**src/rtl/wb_mem_port_pkg.sv**
```systemverilog
// Shared types and constants for the Wishbone memory port.
package wb_mem_port_pkg;

  typedef enum logic [1:0] {
    MEM_FETCH = 2'd0,
    MEM_LOAD  = 2'd1,
    MEM_STORE = 2'd2
  } mem_op_t;

  typedef enum logic [1:0] {
    ERR_NONE     = 2'd0,
    ERR_MISALIGN = 2'd1,
    ERR_BUS      = 2'd2,
    ERR_RETRY    = 2'd3
  } mem_err_t;

  typedef enum logic [2:0] {
    S_IDLE    = 3'd0,
    S_SINGLE  = 3'd1,
    S_BURST   = 3'd2,
    S_BACKOFF = 3'd3,
    S_RESP    = 3'd4
  } state_t;

  localparam logic [2:0] CTI_CLASSIC = 3'b000;
  localparam logic [2:0] CTI_INCR    = 3'b010;
  localparam logic [2:0] CTI_END     = 3'b111;

  localparam logic [2:0] F3_LB  = 3'b000;
  localparam logic [2:0] F3_LH  = 3'b001;
  localparam logic [2:0] F3_LW  = 3'b010;
  localparam logic [2:0] F3_LBU = 3'b100;
  localparam logic [2:0] F3_LHU = 3'b101;
  localparam logic [2:0] F3_SB  = 3'b000;
  localparam logic [2:0] F3_SH  = 3'b001;
  localparam logic [2:0] F3_SW  = 3'b010;

endpackage

```
**src/rtl/wb_mem_port_lane_align.sv**
```systemverilog
// Byte-lane helper: access size and address low bits to SEL, misalignment,
// store-data replication and load-data lane select with extension.
module wb_lane_align
  import wb_mem_port_pkg::*;
(
  input  logic        is_word,
  input  logic [2:0]  funct3,
  input  logic [1:0]  addr_lo,
  input  logic [31:0] wdata,
  input  logic [31:0] rdata,
  output logic [3:0]  sel,
  output logic        misalign,
  output logic [31:0] wdata_rep,
  output logic [31:0] rdata_ext
);

  logic [1:0]  size_s;
  logic [31:0] shifted_s;

  // Decode size (fetch is always a word) and derive all lane-dependent values.
  always_comb begin
    sel       = 4'h0;
    misalign  = 1'b0;
    wdata_rep = 32'h0;
    rdata_ext = 32'h0;
    size_s    = 2'd2;
    shifted_s = rdata >> {addr_lo, 3'b000};
    if (is_word) begin
      size_s = 2'd2;
    end else begin
      size_s = funct3[1:0];
    end
    case (size_s)
      2'd0: begin
        sel       = 4'b0001 << addr_lo;
        misalign  = 1'b0;
        wdata_rep = {4{wdata[7:0]}};
        rdata_ext = funct3[2] ? {24'h0, shifted_s[7:0]}
                              : {{24{shifted_s[7]}}, shifted_s[7:0]};
      end
      2'd1: begin
        sel       = addr_lo[1] ? 4'b1100 : 4'b0011;
        misalign  = addr_lo[0];
        wdata_rep = {2{wdata[15:0]}};
        rdata_ext = funct3[2] ? {16'h0, shifted_s[15:0]}
                              : {{16{shifted_s[15]}}, shifted_s[15:0]};
      end
      default: begin
        sel       = 4'hF;
        misalign  = (addr_lo != 2'b00);
        wdata_rep = wdata;
        rdata_ext = rdata;
      end
    endcase
  end

endmodule

```
**src/rtl/wb_mem_port.sv**
```systemverilog
// Wishbone B4 master for fetch/load/store traffic with a one-line fetch buffer,
// bounded RTY retry and an STB timeout.
module wb_mem_port
  import wb_mem_port_pkg::*;
#(
  parameter int BURST_LEN = 4,
  parameter int MAX_RETRY = 3,
  parameter int TIMEOUT   = 255
) (
  input  logic        clk,
  input  logic        rst,
  input  logic        req_valid,
  output logic        req_ready,
  input  logic [1:0]  req_op,
  input  logic [2:0]  req_funct3,
  input  logic [31:0] req_addr,
  input  logic [31:0] req_wdata,
  output logic        rsp_valid,
  output logic [31:0] rsp_data,
  output logic [1:0]  rsp_err,
  output logic        rsp_tmo,
  input  logic        ACK,
  input  logic        ERR,
  input  logic        RTY,
  output logic        STB,
  output logic        CYC,
  output logic        WE,
  output logic [31:0] ADR,
  input  logic [31:0] DAT_I,
  output logic [31:0] DAT_O,
  output logic [2:0]  CTI_O,
  output logic [3:0]  SEL_O
);

  localparam int OFF_W = $clog2(BURST_LEN * 4);
  localparam int IDX_W = $clog2(BURST_LEN);
  localparam int TAG_W = 32 - OFF_W;
  localparam logic [IDX_W-1:0] LAST_BEAT   = IDX_W'(BURST_LEN - 1);
  localparam logic [7:0]       MAX_RETRY_C = 8'(MAX_RETRY);
  localparam logic [15:0]      TMO_LAST_C  = 16'(TIMEOUT - 1);
  localparam bit               TMO_EN      = (TIMEOUT != 0);

  state_t            state_q, state_d;
  logic              cyc_q, cyc_d, stb_q, stb_d, we_q, we_d;
  logic [31:0]       adr_q, adr_d, dat_o_q, dat_o_d;
  logic [3:0]        sel_q, sel_d;
  logic [2:0]        cti_q, cti_d;
  logic [IDX_W-1:0]  beat_q, beat_d;
  logic [7:0]        retry_q, retry_d;
  logic [15:0]       tmo_q, tmo_d;
  logic [1:0]        op_q, op_d;
  logic [2:0]        f3_q, f3_d;
  logic [31:0]       addr_q, addr_d;
  logic              line_valid_q, line_valid_d;
  logic [TAG_W-1:0]  tag_q, tag_d;
  logic [31:0]       line_q [BURST_LEN];
  logic              line_wr_s;
  logic              req_ready_q, req_ready_d;
  logic              rsp_valid_q, rsp_valid_d, rsp_tmo_q, rsp_tmo_d;
  logic [31:0]       rsp_data_q, rsp_data_d;
  mem_err_t          rsp_err_q, rsp_err_d;

  logic              al_word_s, misalign_s;
  logic [2:0]        al_f3_s;
  logic [1:0]        al_lo_s;
  logic [3:0]        sel_s;
  logic [31:0]       wrep_s, rext_s;
  logic              hit_s, bus_on_s;
  logic [IDX_W-1:0]  req_idx_s, cur_idx_s;

  assign req_idx_s = req_addr[OFF_W-1:2];
  assign cur_idx_s = addr_q[OFF_W-1:2];
  assign hit_s     = line_valid_q && (tag_q == req_addr[31:OFF_W]);

  // Lane logic sees the live request while idle and the latched request during a transfer.
  always_comb begin
    al_word_s = 1'b0;
    al_f3_s   = 3'b000;
    al_lo_s   = 2'b00;
    if (state_q == S_IDLE) begin
      al_word_s = (req_op == MEM_FETCH);
      al_f3_s   = req_funct3;
      al_lo_s   = req_addr[1:0];
    end else begin
      al_word_s = (op_q == MEM_FETCH);
      al_f3_s   = f3_q;
      al_lo_s   = addr_q[1:0];
    end
  end

  wb_lane_align u_align (
    .is_word   (al_word_s),
    .funct3    (al_f3_s),
    .addr_lo   (al_lo_s),
    .wdata     (req_wdata),
    .rdata     (DAT_I),
    .sel       (sel_s),
    .misalign  (misalign_s),
    .wdata_rep (wrep_s),
    .rdata_ext (rext_s)
  );

  // Next-state and next-output logic; bus responses ranked ERR > RTY > ACK > timeout.
  always_comb begin
    state_d      = state_q;
    we_d         = we_q;
    adr_d        = adr_q;
    dat_o_d      = dat_o_q;
    sel_d        = sel_q;
    cti_d        = cti_q;
    beat_d       = beat_q;
    retry_d      = retry_q;
    tmo_d        = tmo_q;
    op_d         = op_q;
    f3_d         = f3_q;
    addr_d       = addr_q;
    line_valid_d = line_valid_q;
    tag_d        = tag_q;
    line_wr_s    = 1'b0;
    rsp_valid_d  = 1'b0;
    rsp_data_d   = 32'h0;
    rsp_err_d    = ERR_NONE;
    rsp_tmo_d    = 1'b0;
    case (state_q)
      S_IDLE: begin
        if (req_valid) begin
          op_d    = req_op;
          f3_d    = req_funct3;
          addr_d  = req_addr;
          retry_d = 8'd0;
          tmo_d   = 16'd0;
          if (misalign_s) begin
            state_d     = S_RESP;
            rsp_valid_d = 1'b1;
            rsp_err_d   = ERR_MISALIGN;
          end else if ((req_op == MEM_FETCH) && hit_s) begin
            state_d     = S_RESP;
            rsp_valid_d = 1'b1;
            rsp_data_d  = line_q[req_idx_s];
          end else if (req_op == MEM_FETCH) begin
            state_d      = S_BURST;
            we_d         = 1'b0;
            sel_d        = 4'hF;
            beat_d       = '0;
            adr_d        = {req_addr[31:OFF_W], {OFF_W{1'b0}}};
            cti_d        = CTI_INCR;
            line_valid_d = 1'b0;
          end else begin
            state_d = S_SINGLE;
            we_d    = (req_op == MEM_STORE);
            sel_d   = sel_s;
            adr_d   = {req_addr[31:2], 2'b00};
            dat_o_d = wrep_s;
            cti_d   = CTI_CLASSIC;
          end
        end else begin
          state_d = S_IDLE;
        end
      end
      S_SINGLE, S_BURST: begin
        if (ERR) begin
          state_d     = S_RESP;
          rsp_valid_d = 1'b1;
          rsp_err_d   = ERR_BUS;
          tmo_d       = 16'd0;
          if (state_q == S_BURST) begin
            line_valid_d = 1'b0;
          end else begin
            line_valid_d = line_valid_q;
          end
        end else if (RTY) begin
          tmo_d = 16'd0;
          if (retry_q >= MAX_RETRY_C) begin
            state_d     = S_RESP;
            rsp_valid_d = 1'b1;
            rsp_err_d   = ERR_RETRY;
          end else begin
            retry_d = retry_q + 8'd1;
            state_d = S_BACKOFF;
          end
        end else if (ACK) begin
          retry_d = 8'd0;
          tmo_d   = 16'd0;
          if (state_q == S_SINGLE) begin
            state_d     = S_RESP;
            rsp_valid_d = 1'b1;
            if (op_q == MEM_STORE) begin
              rsp_data_d = 32'h0;
              if (line_valid_q && (tag_q == addr_q[31:OFF_W])) begin
                line_valid_d = 1'b0;
              end else begin
                line_valid_d = line_valid_q;
              end
            end else begin
              rsp_data_d = rext_s;
            end
          end else begin
            line_wr_s = 1'b1;
            if (beat_q == LAST_BEAT) begin
              state_d      = S_RESP;
              rsp_valid_d  = 1'b1;
              line_valid_d = 1'b1;
              tag_d        = addr_q[31:OFF_W];
              rsp_data_d   = (cur_idx_s == beat_q) ? DAT_I : line_q[cur_idx_s];
            end else begin
              beat_d = beat_q + IDX_W'(1);
              adr_d  = adr_q + 32'd4;
              cti_d  = ((beat_q + IDX_W'(1)) == LAST_BEAT) ? CTI_END : CTI_INCR;
            end
          end
        end else if (TMO_EN && (tmo_q == TMO_LAST_C)) begin
          state_d     = S_RESP;
          rsp_valid_d = 1'b1;
          rsp_err_d   = ERR_BUS;
          rsp_tmo_d   = 1'b1;
          tmo_d       = 16'd0;
          if (state_q == S_BURST) begin
            line_valid_d = 1'b0;
          end else begin
            line_valid_d = line_valid_q;
          end
        end else begin
          tmo_d = tmo_q + 16'd1;
        end
      end
      S_BACKOFF: begin
        if (op_q == MEM_FETCH) begin
          state_d = S_BURST;
        end else begin
          state_d = S_SINGLE;
        end
      end
      S_RESP: begin
        state_d = S_IDLE;
      end
      default: begin
        state_d = S_IDLE;
      end
    endcase
    bus_on_s    = (state_d == S_SINGLE) || (state_d == S_BURST);
    cyc_d       = bus_on_s;
    stb_d       = bus_on_s;
    req_ready_d = (state_d == S_IDLE);
  end

  // State, bus outputs, response outputs and bookkeeping registers.
  always_ff @(posedge clk or posedge rst) begin
    if (rst) begin
      state_q      <= S_IDLE;
      cyc_q        <= 1'b0;
      stb_q        <= 1'b0;
      we_q         <= 1'b0;
      adr_q        <= 32'h0;
      dat_o_q      <= 32'h0;
      sel_q        <= 4'h0;
      cti_q        <= CTI_CLASSIC;
      beat_q       <= '0;
      retry_q      <= 8'd0;
      tmo_q        <= 16'd0;
      op_q         <= 2'd0;
      f3_q         <= 3'd0;
      addr_q       <= 32'h0;
      line_valid_q <= 1'b0;
      tag_q        <= '0;
      req_ready_q  <= 1'b1;
      rsp_valid_q  <= 1'b0;
      rsp_data_q   <= 32'h0;
      rsp_err_q    <= ERR_NONE;
      rsp_tmo_q    <= 1'b0;
    end else begin
      state_q      <= state_d;
      cyc_q        <= cyc_d;
      stb_q        <= stb_d;
      we_q         <= we_d;
      adr_q        <= adr_d;
      dat_o_q      <= dat_o_d;
      sel_q        <= sel_d;
      cti_q        <= cti_d;
      beat_q       <= beat_d;
      retry_q      <= retry_d;
      tmo_q        <= tmo_d;
      op_q         <= op_d;
      f3_q         <= f3_d;
      addr_q       <= addr_d;
      line_valid_q <= line_valid_d;
      tag_q        <= tag_d;
      req_ready_q  <= req_ready_d;
      rsp_valid_q  <= rsp_valid_d;
      rsp_data_q   <= rsp_data_d;
      rsp_err_q    <= rsp_err_d;
      rsp_tmo_q    <= rsp_tmo_d;
    end
  end

  // Fetch line storage, one word written per acknowledged burst beat.
  always_ff @(posedge clk or posedge rst) begin
    if (rst) begin
      for (int i = 0; i < BURST_LEN; i++) begin
        line_q[i] <= 32'h0;
      end
    end else if (line_wr_s) begin
      line_q[beat_q] <= DAT_I;
    end
  end

  assign req_ready = req_ready_q;
  assign rsp_valid = rsp_valid_q;
  assign rsp_data  = rsp_data_q;
  assign rsp_err   = rsp_err_q;
  assign rsp_tmo   = rsp_tmo_q;
  assign CYC       = cyc_q;
  assign STB       = stb_q;
  assign WE        = we_q;
  assign ADR       = adr_q;
  assign DAT_O     = dat_o_q;
  assign SEL_O     = sel_q;
  assign CTI_O     = cti_q;

endmodule
```
**config.mk**
```make
export PLATFORM = sky130hd
export DESIGN_NAME = wb_mem_port
export DESIGN_NICKNAME = d
export VERILOG_FILES = /design/src/rtl/wb_mem_port_pkg.sv /design/src/rtl/wb_mem_port_lane_align.sv /design/src/rtl/wb_mem_port.sv
export SDC_FILE = /design/constraint.sdc
export NUM_CORES = 1
export LEC_CHECK = 0
export ABC_AREA = 1
export BUFFER_PORTS_ARGS = -buffer_cell sky130_fd_sc_hd__clkbuf_2
export CAP_MARGIN = 20
export CORE_MARGIN = 10
export CORE_UTILIZATION = 45
export CTS_BUF_LIST = sky130_fd_sc_hd__clkbuf_8
export DETAILED_ROUTE_END_ITERATION = 10
export MAX_ROUTING_LAYER = met4
export PLACE_DENSITY = 0.76
export SLEW_MARGIN = 10
export SYNTH_ARGS = -nofsm -noshare
export SYNTH_HDL_FRONTEND = slang
export SYNTH_SLANG_ARGS = --single-unit
export TNS_END_PERCENT = 30
```
**constraint.sdc**
```tcl
create_clock -name clk -period 10.85 [get_ports clk]
set_input_delay 2.17 -clock clk [delete_from_list [all_inputs] [get_ports clk]]
set_output_delay 2.17 -clock clk [all_outputs]
set_load 0.05 [all_outputs]
```
### Yosys cells after proc, flatten, opt, wreduce, memory -nomap -nowiden

Cells that the tools add are included.

* $add $sub $neg: 4
* multipliers: 0
* div/mod/pow operators: 0
* order comparisons: 5
* equality and inequality tests: 30
* shifts and indexed selects: 2
* muxes and demuxes: 131
* bitwise operators: 9
* reductions and logical operators: 22

Operator list (count)
* 2-to-1 mux 32 bit: 25
* one-hot mux 32 bit (2 select lines): 4
* binary-select mux 32 bit (select 2 bit): 2
* bitwise mux 128 bit: 1
* 2-to-1 mux 16 bit: 5
* demux 32 bit (select 2 bit): 1
* 2-to-1 mux 3 bit: 20
* == test 28 bit: 2
* 2-to-1 mux 8 bit: 5
* 2-to-1 mux 2 bit: 19
* 2-to-1 mux 1 bit: 36
* adder 32 x 3 -> 32 bit, second input constant: 1
* one-hot mux 16 bit (2 select lines): 1
* >> shifter 32 x 5 -> 16 bit: 1
* AND reduction 10 bit: 2
* adder 16 x 1 -> 16 bit, second input constant: 1
* == test 16 x 8 -> 1 bit, second input constant: 1
* != test 2 bit, second input constant: 8
* one-hot mux 8 bit (2 select lines): 1
* != test 5 bit, second input constant: 3
* 2-to-1 mux 4 bit: 3
* AND reduction 5 bit: 2
* == test 3 x 2 -> 1 bit, second input constant: 3
* >= comparator 3 bit, second input constant: 3
* 29 further kinds: 53

* register bits after elaboration: 333
* latch bits: 0
* memory bits (writable): 0
* ROM bits: 0
* input bits: 107
* memories kept: 0

### Logic depth before layout (Yosys ltp)

* word-level depth: 11
* gate-level depth with buffers: 18
* depth with buffers taken out: 15

### Modules after synthesis

From an unflattened synthesis, not the netlist that was laid out.

* cell total of the unflattened synthesis: 2724
* area total of the unflattened synthesis: 18938.2 um^2

By module, submodules not included
* wb_mem_port: instances 1, cells an instance 2456, area an instance 17723.2 um^2
* wb_lane_align: instances 1, cells an instance 268, area an instance 1214.9 um^2

### Least setup slack after synthesis

No wires, ideal clock.

* path type: input to register
* start point: input port req_op[1]
* end point: register adr_q[19] (netlist: ADR[19])
* data arrival time: 3476 ps
* required time: 10784 ps
* setup slack: 7307 ps
* stages: 14
* path buffers: 1
* cells stage by stage: nor2_4 > inv_1 > nand2_2 > nand2_1 > nand2_4 > nand2_2 > nand2_1 > nand2_1 > nand2_2 > nor2_4 > nand2_2 > buf_6 > nand2_1 > nand2_1

* cells in the longest elaborated chain, start to end: 7
* elaborated cells between the ends (all ways): 10
* classes of those cells: eq/ne: 3; mux: 3; reduce/logical: 4

RTL lines
* from (decl): line wb_mem_port.sv:14 `input logic [1:0] req_op,`
* zero test 2 bit *: line wb_mem_port.sv:81, wb_mem_port.sv:136
* 2-to-1 mux 1 bit: line wb_mem_port.sv:80 `if (state_q == S_IDLE) begin`
* 2-to-1 mux 2 bit: line wb_mem_port_lane_align.sv:28 `if (is_word) begin`
* == test 2 x 1 -> 1 bit or zero test 2 bit (tied branches): line wb_mem_port_lane_align.sv:33 `case (size_s)`
* one-hot mux 1 bit (2 select lines): line wb_mem_port_lane_align.sv:33
* != test 2 bit (no source line)
* AND reduction 9 bit (no source line) *
* to (signal assigned): line wb_mem_port.sv:275 `adr_q <= adr_d;`
* to (decl): line wb_mem_port.sv:45 `logic [31:0] adr_q, adr_d, dat_o_q, dat_o_d;`

Every way passes the cells marked *; elsewhere a longest branch is shown, timed or not.
A chain may end at the register's enable or synchronous reset.

### Worst setup path in the final report

* start point: input port req_op[1]
* end point: register dat_o_q[31] (netlist: DAT_O[31])

* cells in the longest elaborated chain, start to end: 7
* elaborated cells between the ends (all ways): 12
* classes of those cells: eq/ne: 1; mux: 4; bitwise: 3; reduce/logical: 4

RTL lines
* zero test 2 bit *: line wb_mem_port.sv:81, wb_mem_port.sv:136, wb_mem_port.sv:140
* 2-to-1 mux 1 bit: line wb_mem_port.sv:80
* 2-to-1 mux 2 bit: line wb_mem_port_lane_align.sv:28
* == test 2 x 1 -> 1 bit or zero test 2 bit (tied branches): line wb_mem_port_lane_align.sv:33
* one-hot mux 1 bit (2 select lines): line wb_mem_port_lane_align.sv:33
* NOT 1 bit (no source line)
* AND reduction 5 bit (no source line)
* to (signal assigned): line wb_mem_port.sv:276 `dat_o_q <= dat_o_d;`
* to (decl): line wb_mem_port.sv:45

Marked as above.

==> results_dict.tcl <==
set metrics [dict create \
    holdWs_ns 0.4685 \
    grt_pass1_vias 17990 \
    grt_setup_unrepaired "false" \
    detail-route-antenna-nets 0 \
    placed_cell_area_mm2 0.02013 \
    drc_errors 0 \
    cts_tree "built" \
    crit_arrival_ns 5.72 \
    p_leak_uw 0.01069 \
    initial_core_util 0.4578 \
    relSlewSlack 0.2464 \
    final.fill_count 4050 \
    ys_seq_area_frac 0.4389 \
    status "complete, no violations" \
    slew_violations 0 \
    syn_to_final_growth_pct 13.30 \
    synth-async-reset-ratio 1.000 \
    numCtsBuffers 57 \
    grt_busiest_layer "met2" \
    clk_latency_ns 0.68 \
    fmax_mhz 191.7 \
    clk_pin_slew_ns 0.06 \
    final_common_cell "nand2_1" \
    worst_setup_path_start_kind "input port" \
    grtUsageMet1 0.3314 \
    ys.warnings.count 0 \
    core_mm2 0.04111 \
    hold_viol_final 0 \
    dp_hpwl_um 41780 \
    grt_start_max_net_pins 178 \
    multi_input_area_mm2 0.008910 \
    drive_gt1_frac 0.1306 \
    io_pins 218 \
    final_net_count 2952 \
    place_congestion 0.9609 \
    h-tree-depth 2 \
    worst_slew_pin_slew_ns 1.130 \
    cts.sinks 330 \
    grt_util_met2 0.3807 \
    finalCritPeriodShare 0.4807 \
    rows 74 \
    vias 18700 \
    fin_crit_ns 5.216 \
    powerDensity_mw_per_mm2 260.8 \
    ff_latch_area_mm2 0.008260 \
    max-clock-path-buffers 3 \
    cts_hold_buf 0 \
    finalPower_uw 5562 \
    drt_iter0_markers 2008 \
    dieArea_mm2 0.05040 \
    synth_cells 2680 \
    portBuffers 215 \
    synth.distinct_cells 45 \
    finalSetupTns_ns 0 \
    grt_remaining_overflow 0 \
    antenna_found_initial 4 \
    cp.required_ns 11.36 \
    crit_type "in -> reg" \
    drt-total-wl_um 62420 \
    skew_ns 0.05091 \
    routed_via_density 5.475 \
    cts.root.buffer_cell "clkbuf_8" \
    fp.dieH_um 224.5 \
    syn_area_per_cell_um2 7.022 \
    layout_common_cells "852 x nand2_1, 413 x o21ai_0, 328 x dfrtp_1" \
    cp_max_fo 53 \
    setup_viol 0 \
    final_cell_area_mm2 0.02132 \
    grt_pass1_wl_um 98840 \
    hp-class "reg -> reg" \
    post_cts_resized 0 \
    endpoint_kind "flip-flop" \
    netlist_area_mm2 0.01882 \
    post_cts_buffers 0 \
    gr-usage-all-layers 0.2502 \
    fp.dieW_um 224.5 \
    yosys_most_used_dff "dfrtp_1" \
    maxCapViolCount 0 \
    ys_ff_latch 330 \
    vdd_drop_max_v 0.0001901 \
    synth_edf_count 0 \
    dr.pass1.iters 5 \
    grt_use_met3 0.04086 \
    wl_per_cell_um 18.28 \
]
-- flip-flops by register name, summed over array words and instances, names as in the netlist, 2 cells and up --
register and flops:
CTI_O 2, tmo_q 16, state_q 3, DAT_O 32, SEL_O 4, op_q 2, beat_q 2, ADR 30
addr_q 32, line_q 128, f3_q 3, tag_q 28, rsp_err 2, rsp_data 32, retry_q 8
-- final timing paths --
check	to	slack, ns	depth (start not counted)	start
max in group asynchronous	addr_q[2]	7.10	4	rst
min reg2reg	retry_q[7]	0.47	2	retry_q[7]
max reg2reg	DAT_O[31]	6.60	12	state_q[1]
min in group asynchronous	tmo_q[10]	1.59	2	rst
min	retry_q[7]	0.47	2	retry_q[7]
max	DAT_O[31]	5.63	12	req_op[1]
-- worst max-delay path, cell delays in order --
cell and delay (ns):
clkbuf_2 0.13, nor2_4 0.08, inv_1 0.12, nand2_2 0.10
nand2_1 0.14, nand2_4 0.36, nand2_2 0.21, nand3_2 0.80
nor2_4 0.86, inv_2 0.46, nand2_1 0.14, o21ai_0 0.09
-- cell usage after synthesis (2+ instances only) --
library cell | count | share of area
nand2_1 | 856 | 0.17
o21ai_0 | 413 | 0.11
dfrtp_1 | 329 | 0.44
inv_1 | 268 | 0.053
a21oi_1 | 216 | 0.057
nor2_1 | 143 | 0.029
nand3_1 | 112 | 0.030
clkbuf_1 | 93 | 0.019
o211ai_1 | 33 | 0.013
nor3_1 | 23 | 0.0061
buf_2 | 21 | 0.0056
nand2_2 | 20 | 0.0066
xnor2_1 | 18 | 0.0084
nand4_1 | 16 | 0.0053
o21ai_1 | 11 | 0.0029
xor2_1 | 11 | 0.0051
buf_1 | 10 | 0.0020
buf_4 | 9 | 0.0036
ha_1 | 9 | 0.0060
inv_2 | 7 | 0.0014
nand3b_1 | 7 | 0.0028
or2_2 | 7 | 0.0023
buf_6 | 6 | 0.0036
nor2_4 | 5 | 0.0030
a31oi_1 | 4 | 0.0013
nand2_4 | 4 | 0.0024
or2_0 | 4 | 0.0013
o22ai_1 | 3 | 0.0010
a21boi_0 | 2 | 0.00080
clkinv_1 | 2 | 0.00040
nand3_2 | 2 | 0.0011
o21a_1 | 2 | 0.00080
o21ai_2 | 2 | 0.00093
-- layer usage --
layer | routed length, µm | up-vias
li1 | - | 8944
met1 | 26610 | 8699
met2 | 28240 | 918
met3 | 5696 | 137
met4 | 1867 | 0
met5 | 0 | -
-- kinds of logic after synthesis --
logic type,share of synthesized area
buf+inv,0.08936
flops,0.4389
simple gates,0.2612
xor+xnor,0.01350
fa+ha+maj,0.005984
other cells,0.0001993
compound gates,0.1909
-- report_power, final --
group | internal (µW) | total (µW) | switching, µW
logic | 647 | 2630 | 1980
clock network | 644 | 1190 | 544
registers | 1500 | 1750 | 248
-- layout make-up --
cell class	count	share of cell area
Multi-Input combinational cell	1934	0.4178
Sequential cell	330	0.3874
Timing Repair Buffer	236	0.05844
Inverter	277	0.04894
Clock buffer	72	0.04647
Tap cell	532	0.03122
Clock inverter	30	0.009212
Antenna cell	4	0.0004694
-- stage by stage --
stage	worst slack [ns]	cells	utilization
after floorplan	4.274	2681	-
after global routing	5.453	3414	0.5186
after CTS	5.675	3411	0.5184
final	5.634	3415	0.5187
after global placement	5.139	3309	0.4896
after detailed placement	4.961	3309	0.4896
Power figures use the tool's default switching activity.
